[src/rtl/memory_stage_if.sv]
// Data-memory request/acknowledge bus between the MEM stage and the data memory.
// The stage owns the request side; the memory answers with ack and read data.
interface memory_stage_if;
   logic        mem_req;
   logic        mem_we;
   logic [31:0] mem_addr;
   logic [31:0] mem_wdata;
   logic        mem_ack;
   logic [31:0] mem_rdata;

   modport master (
      output mem_req, mem_we, mem_addr, mem_wdata,
      input  mem_ack, mem_rdata
   );

   modport slave (
      input  mem_req, mem_we, mem_addr, mem_wdata,
      output mem_ack, mem_rdata
   );
endinterface

[src/rtl/memory_stage.sv]
// MEM stage of the 5-stage MIPS pipeline.
// Registers EX results, resolves branches, runs loads/stores over a variable
// latency req/ack bus with a timeout, and presents MEM/WB values to write-back.
module memory_stage #(
   parameter int unsigned TIMEOUT_CYCLES = 15
) (
   input  logic        clock,
   input  logic        reset_n,
   input  logic        in_valid,
   input  logic        MemRead,
   input  logic        MemWrite,
   input  logic        Branch,
   input  logic        MemtoReg,
   input  logic        RegWrite,
   input  logic [31:0] add_result,
   input  logic [31:0] ALU_result,
   input  logic        Zero,
   input  logic [31:0] read_data_2,
   input  logic [4:0]  write_register_index,
   output logic        stall,
   output logic        PCSrc,
   output logic [31:0] branch_target,
   memory_stage_if.master mem,
   output logic        wb_valid,
   output logic        wb_RegWrite,
   output logic        wb_MemtoReg,
   output logic [31:0] wb_read_data,
   output logic [31:0] wb_ALU_result,
   output logic [4:0]  wb_write_register_index,
   output logic        mem_fault
);

   typedef enum logic {IDLE, BUSY} state_t;

   localparam logic [7:0] TIMEOUT_LAST = 8'(TIMEOUT_CYCLES - 1);

   state_t      state, next_state;
   logic [7:0]  timeout_count;

   // Instruction fields captured when an access starts, released at completion.
   logic        lat_mem_read;
   logic        lat_reg_write;
   logic        lat_mem_to_reg;
   logic [31:0] lat_alu_result;
   logic [4:0]  lat_index;

   // One-hot strobes describing what happens at the coming edge.
   logic        do_pass;
   logic        do_misalign;
   logic        do_start;
   logic        do_ack;
   logic        do_timeout;
   logic        mem_op;

   assign mem_op = MemRead | MemWrite;
   assign stall  = (state == BUSY);

   // State register.
   // NOTE: sequential state always uses non-blocking assignments so every flop
   // samples the pre-edge values, independent of block ordering.
   always_ff @(posedge clock or negedge reset_n) begin
      if (!reset_n) state <= IDLE;
      else          state <= next_state;
   end

   // Next-state decode and per-edge action strobes.
   // NOTE: every output of this block gets a default first, so no path can
   // leave a variable unassigned and infer a latch.
   always_comb begin
      next_state  = state;
      do_pass     = 1'b0;
      do_misalign = 1'b0;
      do_start    = 1'b0;
      do_ack      = 1'b0;
      do_timeout  = 1'b0;
      unique case (state)
         IDLE: begin
            if (in_valid) begin
               if (!mem_op) begin
                  do_pass = 1'b1;
               end else if (ALU_result[1:0] != 2'b00) begin
                  do_misalign = 1'b1;
               end else begin
                  do_start   = 1'b1;
                  next_state = BUSY;
               end
            end
         end
         BUSY: begin
            if (mem.mem_ack) begin
               do_ack     = 1'b1;
               next_state = IDLE;
            end else if (timeout_count == TIMEOUT_LAST) begin
               do_timeout = 1'b1;
               next_state = IDLE;
            end
         end
         default: next_state = IDLE;
      endcase
   end

   // Timeout counter: counts BUSY cycles without ack, cleared on any exit.
   always_ff @(posedge clock or negedge reset_n) begin
      if (!reset_n) begin
         timeout_count <= '0;
      end else if (state == BUSY && !do_ack && !do_timeout) begin
         timeout_count <= timeout_count + 8'd1;
      end else begin
         timeout_count <= '0;
      end
   end

   // Memory request side and the latched instruction for the access in flight.
   // NOTE: the latch registers are reset along with everything else; they are
   // a handful of flops, not a memory array, so the reset costs nothing.
   always_ff @(posedge clock or negedge reset_n) begin
      if (!reset_n) begin
         mem.mem_req    <= 1'b0;
         mem.mem_we     <= 1'b0;
         mem.mem_addr   <= '0;
         mem.mem_wdata  <= '0;
         lat_mem_read   <= 1'b0;
         lat_reg_write  <= 1'b0;
         lat_mem_to_reg <= 1'b0;
         lat_alu_result <= '0;
         lat_index      <= '0;
      end else if (do_start) begin
         mem.mem_req    <= 1'b1;
         mem.mem_we     <= MemWrite;
         mem.mem_addr   <= ALU_result;
         mem.mem_wdata  <= read_data_2;
         lat_mem_read   <= MemRead;
         lat_reg_write  <= RegWrite;
         lat_mem_to_reg <= MemtoReg;
         lat_alu_result <= ALU_result;
         lat_index      <= write_register_index;
      end else if (do_ack || do_timeout) begin
         mem.mem_req    <= 1'b0;
      end
   end

   // Write-back and branch outputs: pulses default low, data holds until updated.
   always_ff @(posedge clock or negedge reset_n) begin
      if (!reset_n) begin
         wb_valid                <= 1'b0;
         wb_RegWrite             <= 1'b0;
         wb_MemtoReg             <= 1'b0;
         wb_read_data            <= '0;
         wb_ALU_result           <= '0;
         wb_write_register_index <= '0;
         PCSrc                   <= 1'b0;
         branch_target           <= '0;
         mem_fault               <= 1'b0;
      end else begin
         wb_valid  <= 1'b0;
         PCSrc     <= 1'b0;
         mem_fault <= 1'b0;
         if (do_pass) begin
            wb_valid                <= 1'b1;
            wb_RegWrite             <= RegWrite;
            wb_MemtoReg             <= MemtoReg;
            wb_read_data            <= '0;
            wb_ALU_result           <= ALU_result;
            wb_write_register_index <= write_register_index;
            PCSrc                   <= Branch & Zero;
            branch_target           <= add_result;
         end else if (do_misalign) begin
            wb_valid                <= 1'b1;
            wb_RegWrite             <= 1'b0;
            wb_MemtoReg             <= MemtoReg;
            wb_read_data            <= '0;
            wb_ALU_result           <= ALU_result;
            wb_write_register_index <= write_register_index;
            mem_fault               <= 1'b1;
         end else if (do_ack) begin
            wb_valid                <= 1'b1;
            wb_RegWrite             <= lat_reg_write;
            wb_MemtoReg             <= lat_mem_to_reg;
            wb_read_data            <= lat_mem_read ? mem.mem_rdata : 32'd0;
            wb_ALU_result           <= lat_alu_result;
            wb_write_register_index <= lat_index;
         end else if (do_timeout) begin
            wb_valid                <= 1'b1;
            wb_RegWrite             <= 1'b0;
            wb_MemtoReg             <= lat_mem_to_reg;
            wb_read_data            <= '0;
            wb_ALU_result           <= lat_alu_result;
            wb_write_register_index <= lat_index;
            mem_fault               <= 1'b1;
         end
      end
   end

endmodule

[src/flat_wrapper.sv]
// flat-port wrapper written by rule: the top's interface ports become plain ports
module memory_stage_flat 
#(
   parameter int unsigned TIMEOUT_CYCLES = 15
)
  (clock, reset_n, in_valid, MemRead, MemWrite, Branch, MemtoReg, RegWrite, add_result, ALU_result, Zero, read_data_2, write_register_index, stall, PCSrc, branch_target, wb_valid, wb_RegWrite, wb_MemtoReg, wb_read_data, wb_ALU_result, wb_write_register_index, mem_fault, mem_mem_req, mem_mem_we, mem_mem_addr, mem_mem_wdata, mem_mem_ack, mem_mem_rdata);
  memory_stage_if mem_i ();
  input  logic clock;
  input  logic reset_n;
  input  logic in_valid;
  input  logic MemRead;
  input  logic MemWrite;
  input  logic Branch;
  input  logic MemtoReg;
  input  logic RegWrite;
  input  logic [31:0] add_result;
  input  logic [31:0] ALU_result;
  input  logic Zero;
  input  logic [31:0] read_data_2;
  input  logic [4:0] write_register_index;
  output logic stall;
  output logic PCSrc;
  output logic [31:0] branch_target;
  output logic wb_valid;
  output logic wb_RegWrite;
  output logic wb_MemtoReg;
  output logic [31:0] wb_read_data;
  output logic [31:0] wb_ALU_result;
  output logic [4:0] wb_write_register_index;
  output logic mem_fault;
  output wire logic [$bits(mem_i.mem_req)-1:0] mem_mem_req;
  output wire logic [$bits(mem_i.mem_we)-1:0] mem_mem_we;
  output wire logic [$bits(mem_i.mem_addr)-1:0] mem_mem_addr;
  output wire logic [$bits(mem_i.mem_wdata)-1:0] mem_mem_wdata;
  input wire logic [$bits(mem_i.mem_ack)-1:0] mem_mem_ack;
  input wire logic [$bits(mem_i.mem_rdata)-1:0] mem_mem_rdata;
  assign mem_mem_req = mem_i.mem_req;
  assign mem_mem_we = mem_i.mem_we;
  assign mem_mem_addr = mem_i.mem_addr;
  assign mem_mem_wdata = mem_i.mem_wdata;
  assign mem_i.mem_ack = mem_mem_ack;
  assign mem_i.mem_rdata = mem_mem_rdata;
  memory_stage #(.TIMEOUT_CYCLES(TIMEOUT_CYCLES)) u_core (.clock(clock), .reset_n(reset_n), .in_valid(in_valid), .MemRead(MemRead), .MemWrite(MemWrite), .Branch(Branch), .MemtoReg(MemtoReg), .RegWrite(RegWrite), .add_result(add_result), .ALU_result(ALU_result), .Zero(Zero), .read_data_2(read_data_2), .write_register_index(write_register_index), .stall(stall), .PCSrc(PCSrc), .branch_target(branch_target), .mem(mem_i), .wb_valid(wb_valid), .wb_RegWrite(wb_RegWrite), .wb_MemtoReg(wb_MemtoReg), .wb_read_data(wb_read_data), .wb_ALU_result(wb_ALU_result), .wb_write_register_index(wb_write_register_index), .mem_fault(mem_fault));
endmodule
[config.mk]
export PLATFORM = sky130hd
export DESIGN_NAME = memory_stage_flat
export DESIGN_NICKNAME = d
export VERILOG_FILES = /design/src/rtl/memory_stage_if.sv /design/src/rtl/memory_stage.sv /design/src/flat_wrapper.sv
export SDC_FILE = /design/constraint.sdc
export NUM_CORES = 1
export LEC_CHECK = 0
export CORE_ASPECT_RATIO = 1.75
export CORE_MARGIN = 2
export CORE_UTILIZATION = 43
export DETAILED_ROUTE_END_ITERATION = 6
export PLACE_DENSITY = 0.79
export SYNTH_ARGS = -nofsm -noshare
export SYNTH_HDL_FRONTEND = slang
export SYNTH_SLANG_ARGS = --single-unit
[constraint.sdc]
create_clock -name clock -period 2.6 [get_ports clock]
set_input_delay 0.52 -clock clock [delete_from_list [all_inputs] [get_ports clock]]
set_output_delay 0.52 -clock clock [all_outputs]
set_load 0.02 [all_outputs]
Word level (Yosys, flattened, before mapping)
Index checks and enable logic that the tools add are counted.
W data, S select, Z words.
{ "word_totals": {"reg_bits": 189, "latch_bits": 0, "ram_bits": 0, "romBits": 0, "inputBits": 143, "out_inout_bits": 173, "word_cells": 83, "memories": 0} }
{ "classes": {"addsub": 1, "multipliers": 0, "div_mod_pow": 0, "magnitude_cmp": 0, "eq_ne": 1, "shifts": 0, "mux": 51, "bitwise": 3, "reduce_logical": 8} }
{ "op_table": {"columns": ["op", "count"], "rows": [
  ["$mux W32", 9],
  ["$mux W1", 36],
  ["$mux W5", 4],
  ["$add A8 B1 Y8 const B", 1],
  ["$eq A8 B4 Y1 const B", 1],
  ["$mux W8", 1],
  ["$reduce_bool A2 Y1", 2],
  ["$reduce_bool A4 Y1", 1],
  ["$logic_and A1 B1 Y1", 2],
  ["$logic_not A1 Y1", 2],
  ["$pmux W1 S2", 1],
  ["$and A1 B1 Y1", 1],
  ["$logic_or A1 B1 Y1", 1],
  ["$not A1 Y1", 1],
  ["$or A1 B1 Y1", 1]
]} }

Depth between registers and ports, before layout
{ "logic_depth": {"ltp_word": 8, "mapped_depth": 10, "ltp_nobuf": 7} }

Worst setup path before layout
Ideal clock, no wire load.
{ "synth_timing": {"path_kind": "register -> register", "startpoint": "register u_core.timeout_count[0]", "endpoint": "register u_core.wb_ALU_result[26]", "setup_time_ns": 0.125, "arrival_ns": 1.930, "required_time_ns": 2.475, "setup_slack_ns": 0.545, "stages_incl_launch_ff": 11, "n_path_buf": 3, "period_less_slack_ns": 2.055, "path_cell_list": "dfrtp_1 > inv_1 > ha_1 > nor4bb_1 > a32oi_1 > and2b_1 > buf_4 > inv_2 > buf_6 > buf_6 > mux2_4"} }
{ "synth_between": {"elab_chain_len": 5} }
{ "synth_lines": {"columns": ["item", "line", "rtl"], "rows": [
  ["start: declaration", "memory_stage.sv:38", "logic [7:0] timeout_count;"],
  ["start signal: assignment", "memory_stage.sv:107", "timeout_count <= timeout_count + 8'd1;"],
  ["$eq A8 B4 Y1", "memory_stage.sv:93", "end else if (timeout_count == TIMEOUT_LAST) begin"],
  ["$mux W1", "memory_stage.sv:93", null],
  ["$mux W1", "memory_stage.sv:90", "if (mem.mem_ack) begin"],
  ["$mux W1", "memory_stage.sv:76", "unique case (state)"],
  ["$reduce_bool A4 Y1 (no source line)", null, null],
  ["end signal: assignment", "memory_stage.sv:163", "wb_ALU_result <= ALU_result;"],
  ["end signal: assignment", "memory_stage.sv:172", "wb_ALU_result <= ALU_result;"],
  ["end signal: assignment", "memory_stage.sv:180", "wb_ALU_result <= lat_alu_result;"],
  ["end: declaration", "memory_stage.sv:28", "output logic [31:0] wb_ALU_result,"]
]} }
Every way passes these cells.
A chain may end at the register's enable or synchronous reset.

Worst setup path in the final report
{ "layout_timing": {"startpoint": "register u_core.timeout_count[0]", "endpoint": "register u_core.wb_ALU_result[17]"} }
Same word-level chain as after synthesis.

==> impl_metrics.tcl <==
set metrics [dict create \
    cts_setup_buffers 0 \
    p_leak_nw 4.935 \
    htreeDepth 4 \
    drc 0 \
    syn-num-nets 626 \
    gr-total-overflow 0 \
    io_buffers 315 \
    syn_area_per_cell_sq_um 15.64 \
    power_frac_seq_pct 39.4 \
    die-area_sq_um 18610 \
    p_clk_share_pct 27.8 \
    viasPerCell 4.988 \
    cts-resized-gates 0 \
    final_cells 1048 \
    async_flop_share_pct 100.0 \
    finalCriticalPeriod_ns 2.161 \
    switching_power_mw 2.929 \
    vias 5227 \
    yosys_warnings 0 \
    drt_iter0_markers 86 \
    switching_share_pct 29.23 \
    wl_per_cell_um 19.08 \
    status "completed" \
    cts_tree "yes" \
    synth.area.top_cells "dfrtp_1, mux2_2, a22o_1" \
    holdWs_ns 0.06119 \
    fmax_mhz 462.7 \
    place.gp.congestion 0.7925 \
    num_io_pins 316 \
    grt_pass1_vias 5803 \
    synth_top_area_cell "dfrtp_1" \
    max_stage_delay_ns 0.44 \
    max_slew.worst_pin.slew_ns 0.6243 \
    grt_max_degree 66 \
    finish.net_count 949 \
    insertion_delay_ns 0.43 \
    rsz0062_at_grt "no" \
    hold_viol_final 0 \
    power_density_nw_per_um2 857.8 \
    postLayoutCoreUtil_pct 67.54 \
    tns_ns 0 \
    power_mw 10.02 \
    comb_power_share_pct 32.8 \
    placed_area_sq_um 11040 \
    synth_edf_count 0 \
    clock-skew-final_ns 0.007797 \
    end_kind "flop" \
    yosysMostFrequentCell "dfrtp_1" \
    core-area_sq_um 17300 \
    synth-seq-area-share_pct 62.86 \
    crit_path_start_kind "flop" \
    cts_root_buf "clkbuf_16" \
    antenna_cells 0 \
    reg2reg_depth 8 \
    syn_inst 481 \
    hold_buffers 0 \
    grt_util_all_layers_pct 21.75 \
    ir_drop_mv 0.6364 \
    min_path_type "in -> async" \
    synthesis.area_sq_um 7523 \
    die_h_um 179.0 \
    cts_sinks 189 \
    postRouteAntennaNets 0 \
    firstDrtPassIters 4 \
    cts_buffer_depth 2 \
    maxCapViolCount 0 \
    path_clk_slew_ns 0.07 \
    netlist.area_leader.share_pct 62.86 \
    rows 64 \
    drt-total-wl_um 19990 \
    setup_viol 0 \
    ys.flop_type "dfrtp_1" \
    worstSetupPathType "reg -> reg" \
    dp_hpwl_um 14770 \
    pre_cts_slack_ns 0.1633 \
    area_growth_pct 55.28 \
    cp_data_required_time_ns 2.91 \
    fin_area_sq_um 11680 \
    drive_gt1_share_pct 28.15 \
    relSlewSlack_pct 58.38 \
    rr_endpoint "u_core.wb_ALU_result[17]" \
    setup_ws_ns 0.4386 \
    initial_core_util_pct 43.50 \
    finalCritPeriodShare_pct 83.13 \
    cp_slowest_cell "dfrtp_1" \
    grt_first_pass_wirelength_um 31290 \
    drv_slew 0 \
    power.internal_mw 7.091 \
    synth_commonest_cells "dfrtp_1, mux2_2, a22o_1" \
    synth-seq-cells 189 \
    numCtsBuffers 17 \
    r2r_start "u_core.timeout_count[0]" \
    die_x_um 104.0 \
    place_inst 1016 \
    antenna_found_initial 0 \
    cp_max_fo 39 \
    r2r_slack_ns 0.44 \
    cp.arrival_ns 2.47 \
    cp_cell_sequence "inv_1 > ha_1 > nor4bb_1 > a32oi_1 > and2b_1 > inv_2 > buf_12 > mux2_2" \
    ys_types 34 \
]
-- area by class of cell --
type	instances	area, sq um
fill	1262	5614
sequential	189	4730
timing repair buffer	332	3357
multi-input combinational	260	2649
clock buffer	21	480.5
tap	231	289.0
clock inverter	11	162.7
inverter	4	15.01
-- placed cells by master, fill, tap and decap left out, drive strengths merged, types with 2 or more instances in the layout --
master | netlist | layout
bufinv | 0 | 4
mux2 | 178 | 178
nand2 | 5 | 5
clkbuf | 9 | 21
clkinv | 0 | 4
nand4 | 3 | 3
clkdlybuf4s50 | 0 | 314
and3 | 4 | 4
xor2 | 5 | 5
a22o | 32 | 32
ha | 2 | 2
nor2 | 11 | 11
o21ai | 2 | 2
buf | 19 | 18
nor2b | 2 | 2
nand3 | 2 | 2
clkinvlp | 0 | 3
dfrtp | 189 | 189
inv | 4 | 4
-- worst max path at each step --
| stage | start | to | cells past startpoint |
|---|---|---|---|
| finish | u_core.timeout_count[0] | u_core.wb_ALU_result[17] | 8 |
| global route | u_core.timeout_count[0] | u_core.wb_ALU_result[17] | 8 |
| CTS | u_core.timeout_count[0] | u_core.wb_ALU_result[17] | 8 |
| detailed placement | in_valid | u_core.wb_ALU_result[20] | 6 |
| global placement | MemWrite | u_core.wb_ALU_result[8] | 7 |
| floorplan | u_core.timeout_count[0] | u_core.wb_ALU_result[26] | 10 |
-- kinds of logic after synthesis --
| family | Yosys count | synth area share [%] |
|---|---|---|
| multiplexers | 178 | 27.09 |
| XOR/XNOR | 6 | 0.6985 |
| adder cells (fa/ha/maj) | 2 | 0.3326 |
| AND/OR/NAND/NOR | 36 | 2.611 |
| flip-flops | 189 | 62.86 |
| AO/OA/AOI/OAI | 38 | 4.291 |
| buffers and inverters | 32 | 2.112 |
-- power by group through the flow --
stage,Sequential [mW],Clock [mW],Combinational (mW)
6_report,3.95,2.79,3.29
5_1_grt,4.03,2.98,3.46
4_1_cts,3.96,2.85,3.33
3_5_place_dp,4.00,0,3.31
3_3_place_gp,3.96,0,3.23
2_1_floorplan,4.68,0,0.817
-- critical path, delay by kind of cell (launching register included) --
| family | cells | cell delay, ns |
|---|---|---|
| buffers and inverters | 3 | 0.39 |
| muxes | 1 | 0.37 |
| AOI/OAI and AO/OA | 1 | 0.18 |
| and+or+nand+nor | 2 | 0.48 |
| adders and majority gates | 1 | 0.16 |
| DFF | 1 | 0.44 |
-- layer usage --
metal / GRT usage, % / wire (um) / vias up
met5: 0 / 0 / -
met4: 10.81 / 751 / 0
met3: 7.161 / 1308 / 45
met2: 39.23 / 10980 / 202
met1: 22.66 / 6953 / 2610
li1: - / - / 2370
Note: power is estimated with default switching activity, not from simulation.
